==> config.mk <==
export PLATFORM = sky130hd
export DESIGN_NAME = sr_latch_sequencer
export DESIGN_NICKNAME = d
export VERILOG_FILES = /design/src/rtl/sr_latch_sequencer.sv
export SDC_FILE = /design/constraint.sdc
export NUM_CORES = 1
export LEC_CHECK = 0
export BUFFER_PORTS_ARGS = -buffer_cell sky130_fd_sc_hd__buf_2
export CAP_MARGIN = 15
export CORE_UTILIZATION = 45
export DETAILED_ROUTE_END_ITERATION = 6
export GPL_ROUTABILITY_DRIVEN = 0
export PLACE_DENSITY = 0.71
export SLEW_MARGIN = 30
export SYNTH_ARGS = -nofsm -noshare
export SYNTH_HDL_FRONTEND = slang
export SYNTH_SLANG_ARGS = --single-unit
==> constraint.sdc <==
create_clock -name clk -period 2.9 [get_ports clk]
set_input_delay 0.29 -clock clk [delete_from_list [all_inputs] [get_ports clk]]
set_output_delay 0.29 -clock clk [all_outputs]
set_load 0.01 [all_outputs]
==> src/rtl/sr_latch_sequencer.sv <==
// Round-robin sequencer that shares a bank of NOR SR latches between requesters:
// it drives one S or R pulse, waits out a settle gap, then reads Q back.
module sr_latch_sequencer #(
  parameter int unsigned NREQ    = 4,
  parameter int unsigned NLATCH  = 8,
  parameter int unsigned IDXW    = 3,
  parameter int unsigned PULSE_W = 2,
  parameter int unsigned GAP_W   = 1
) (
  input  logic                 clk,
  input  logic                 rst,
  input  logic [NREQ-1:0]      req,
  input  logic [NREQ-1:0]      req_op,
  input  logic [NREQ*IDXW-1:0] req_idx,
  output logic [NREQ-1:0]      gnt,
  output logic [NLATCH-1:0]    S,
  output logic [NLATCH-1:0]    R,
  input  logic [NLATCH-1:0]    Q,
  output logic                 busy,
  output logic                 done,
  output logic                 err
);

  localparam int unsigned PTRW = (NREQ > 1) ? $clog2(NREQ) : 1;
  localparam int unsigned CMAX = (PULSE_W > GAP_W) ? PULSE_W : GAP_W;
  localparam int unsigned CNTW = (CMAX > 1) ? $clog2(CMAX) : 1;

  typedef enum logic [1:0] {IDLE, PULSE, GAP, CHECK} state_t;

  state_t            state;
  logic [PTRW-1:0]   ptr;
  logic [PTRW-1:0]   ptr_nxt;
  logic [PTRW-1:0]   sel;
  logic              found;
  int unsigned       cand;
  logic [NREQ-1:0]   sel_gnt;
  logic              sel_op;
  logic [IDXW-1:0]   sel_idx;
  logic [NLATCH-1:0] sel_mask;
  logic              sel_bad;
  logic [CNTW-1:0]   cnt;
  logic              op_r;
  logic              bad;
  logic [NLATCH-1:0] mask;

  // Rotating priority scan: first requester at or after ptr, wrapping modulo NREQ.
  always_comb begin
    sel   = '0;
    found = 1'b0;
    cand  = 0;
    for (int unsigned k = 0; k < NREQ; k++) begin
      cand = 32'(ptr) + k;
      if (cand >= NREQ) cand = cand - NREQ;
      if (!found && req[PTRW'(cand)]) begin
        sel   = PTRW'(cand);
        found = 1'b1;
      end
    end

    ptr_nxt = (32'(sel) + 1 >= NREQ) ? '0 : sel + PTRW'(1);

    sel_gnt = '0;
    sel_op  = 1'b0;
    sel_idx = '0;
    for (int unsigned i = 0; i < NREQ; i++) begin
      if (PTRW'(i) == sel) begin
        sel_gnt[i] = found;
        sel_op     = req_op[i];
        sel_idx    = req_idx[i*IDXW +: IDXW];
      end
    end

    // An index beyond the bank decodes to an empty mask, so nothing is driven.
    sel_mask = '0;
    for (int unsigned i = 0; i < NLATCH; i++) begin
      sel_mask[i] = (sel_idx == IDXW'(i));
    end
    sel_bad = ({1'b0, sel_idx} >= (IDXW+1)'(NLATCH));
  end

  always_ff @(posedge clk) begin
    if (rst) begin
      state <= IDLE;
      ptr   <= '0;
      cnt   <= '0;
      op_r  <= 1'b0;
      bad   <= 1'b0;
      mask  <= '0;
      gnt   <= '0;
      S     <= '0;
      R     <= '0;
      busy  <= 1'b0;
      done  <= 1'b0;
      err   <= 1'b0;
    end else begin
      gnt  <= '0;
      done <= 1'b0;
      err  <= 1'b0;
      case (state)
        IDLE: begin
          if (|req) begin
            state <= PULSE;
            gnt   <= sel_gnt;
            ptr   <= ptr_nxt;
            op_r  <= sel_op;
            mask  <= sel_mask;
            bad   <= sel_bad;
            S     <= sel_op ? sel_mask : '0;
            R     <= sel_op ? '0 : sel_mask;
            cnt   <= CNTW'(PULSE_W - 1);
            busy  <= 1'b1;
          end
        end
        PULSE: begin
          if (cnt == '0) begin
            S     <= '0;
            R     <= '0;
            state <= GAP;
            cnt   <= CNTW'(GAP_W - 1);
          end else begin
            cnt <= cnt - CNTW'(1);
          end
        end
        GAP: begin
          // Readback is latched on entry to CHECK so done/err stay registered.
          if (cnt == '0) begin
            state <= CHECK;
            done  <= 1'b1;
            err   <= bad | ((|(Q & mask)) != op_r);
          end else begin
            cnt <= cnt - CNTW'(1);
          end
        end
        CHECK: begin
          state <= IDLE;
          busy  <= 1'b0;
        end
        default: state <= IDLE;
      endcase
    end
  end

endmodule

==> results.tsv <==
metric	value	unit
rows	22	
drive_above_1_share	0.325	
clockBufferDepth	2	
critPathLaunchType	flip-flop	
setup_tns	0	ps
grt_max_degree	20	
clkPwrFrac	0.173	
drc	0	
max_freq	388	MHz
first_pass_iters	4	
netSwitchingFraction	0.438	
yosysWarnings	0	
layout.nets	293	
ys.flop_type	dfxtp_1	
insertion_delay	290	ps
maxSlewHeadroom	0.450	
antenna_left	0	
syn_area_per_cell	9.19	µm²
antenna_cells	0	
syn_nets	241	
status	finished, final reports clean	
die_y	66.2	µm
synth_cells	202	
wire_per_inst	13.0	µm
cts_root_buf	clkbuf_8	
arrival	2800	ps
cp.required	3120	ps
final_max_slew_viol_count	0	
port_buffers	52	
cts_setup_buffers	0	
critPathMaxFanout	9	
setup_slack	322	ps
cts_tree	built	
hpwl	2990	µm
crit_end	mask[3]$_SDFFE_PP0P_	
yosysSeqAreaShare	0.399	
internal_power	0.00123	W
ys_ff_latch	37	
regToRegSetupSlack	320	ps
dieArea	0.00438	mm²
min_period	2580	ps
synth-edff-count	0	
core	0.00380	mm²
grt_pass1_wl	6730	µm
power_leakage	0.967	nW
ys_types	47	
pre_cts_slack	237	ps
viasPerCell	5.16	
tightest_slew	823	ps
vias	1562	
clock-sinks	37	
start_util	0.488	
p_switching	0.000959	W
cts_buffers	5	
mostFrequentLayoutCell	buf_2	
syn_area	0.00186	mm²
worstSetupEndpointType	flip-flop	
hold_class	in2reg	
syn2layout_area_growth	20.4	%
clock_skew	4.42	ps
layout_common_cells	buf_2 (52), dfxtp_1 (37), nand2_1 (32), a21oi_1 (17), nor2_1 (15)	
crit_type	reg2reg	
startpoint	ptr[1]$_SDFFE_PP0P_	
antenna_found_initial	0	
globalRoute.totalOverflow	0	
grt_pass1_vias	1485	
htree_levels	2	
ys_top_cells_by_area	dfxtp_1 (40%), nand2_1 (6.5%), ha_1 (6.1%), a21oi_1 (4.6%), a22o_1 (3.8%)	
yosysTopAreaCellShare	0.399	
max_cap_violations	0	
p_comb_frac	0.509	
io_pins	53	
synthArstFlopShare	0	
wl	3950	µm
hold_viol	0	
r2r-start	ptr[1]$_SDFFE_PP0P_	
grt_usage	0.205	
die_w	66.2	µm
reg2reg_to	mask[3]$_SDFFE_PP0P_	
clkTransAtPathRegs	70	ps
rr_worst_depth	9	
rsz0062_at_grt	false	
setup_viol	0	
timing.final.crit_share	0.889	
pwr_density_cell	979	mW/mm²
seq_power_share	0.318	
ir_worst_vdd	0.600	mV
yosysTopAreaCell	dfxtp_1	
drt_iter0_markers	70	
[layout make-up]
type	count	area, µm²
fillers	338	1560
flip-flops and latches	37	741
clock buffers	6	82.6
clock inverters	2	13.8
well taps	48	60.1
inverters	8	30.0
multi-input cells	150	1050
repair buffers	52	260
[metal layers]
metal  routed length, µm  track usage  up-vias
met2                1870        0.342       26
met5                   0            0        -
met4                  29       0.0718        0
met1                1900        0.246      717
met3                 153       0.0621        2
li1                    -            -      817
[registers in the layout, indices dropped and copies added, names as in the netlist, 2 cells and up]
| name | flops |
|---|---|
| ptr | 2 |
| state | 2 |
| gnt | 4 |
| mask | 8 |
| S | 8 |
| R | 8 |
[worst min path at each step]
stage                                    start              endpoint  slack, ps  cells past startpoint
final                                      rst     busy$_SDFFE_PP0P_        390                      2
after global placement       R[0]$_SDFFE_PP0P_     R[0]$_SDFFE_PP0P_        430                      2
after CTS                                  rst     busy$_SDFFE_PP0P_        380                      2
after floorplan           mask[2]$_SDFFE_PP0P_  mask[2]$_SDFFE_PP0P_        440                      2
after detailed placement     R[7]$_SDFFE_PP0P_     R[7]$_SDFFE_PP0P_        440                      2
after global routing                       rst     op_r$_SDFFE_PP0P_        400                      2
[synth_stat cells (2+ instances only)]
| cell type | count |
|---|---|
| nor4_4 | 2 |
| mux2i_1 | 2 |
| nor3b_1 | 2 |
| a211oi_1 | 2 |
| o211ai_2 | 2 |
| and2_1 | 5 |
| o21ai_1 | 9 |
| nor2_1 | 15 |
| buf_6 | 2 |
| a22oi_1 | 4 |
| ha_1 | 9 |
| o21a_1 | 3 |
| clkbuf_1 | 2 |
| nand2_1 | 32 |
| nand3_1 | 10 |
| a22o_1 | 8 |
| a21oi_1 | 17 |
| nand2b_1 | 2 |
| buf_2 | 3 |
| inv_1 | 8 |
| dfxtp_1 | 37 |
[cells by family (layout without fill, tap and decap cells)]
group | count (synthesis) | count (layout) | share of synthesized area
AOI/OAI and AO/OA | 56 | 56 | 0.231
DFF | 37 | 37 | 0.399
xor gates and xnor gates | 1 | 1 | 0.00472
and+or+nand+nor | 82 | 82 | 0.253
muxes | 2 | 2 | 0.0108
buffers and inverters | 15 | 68 | 0.0405
adders and majority gates | 9 | 9 | 0.0607
[power by group through the flow]
stage	Combinational (W)	Clock, W	Sequential (W)
after floorplan	0.000879	0	0.000717
after global placement	0.00110	0	0.000705
after detailed placement	0.00111	0	0.000707
after CTS	0.00111	0.000391	0.000695
after global routing	0.00125	0.000418	0.000711
final	0.00111	0.000378	0.000697
[critical path: stages, from the launching register on]
cell,delay [ps]
dfxtp_1,430
mux2i_1,220
nor2_1,70
nor3_2,280
ha_1,410
a211oi_2,140
a221o_1,430
a21oi_2,240
nand3_1,110
a21oi_1,160
[stage by stage]
stage	utilization	hold WS, ps	cell area, µm²	total power [W]	std cells
final	0.588	391	2230	0.00219	303
after global routing	0.588	398	2230	0.00238	303
after CTS	0.586	384	2230	0.00220	303
after detailed placement	0.561	436	2130	0.00181	295
after global placement	0.561	433	2130	0.00180	295
after floorplan	-	436	1860	0.00160	202
[timing repair]
item | in CTS | in global routing
setup endpoints to repair | 0 | 4
gates resized for setup | 0 | 2
hold buffers | 0 | 0
No activity file was read; power rests on OpenSTA's default activity.
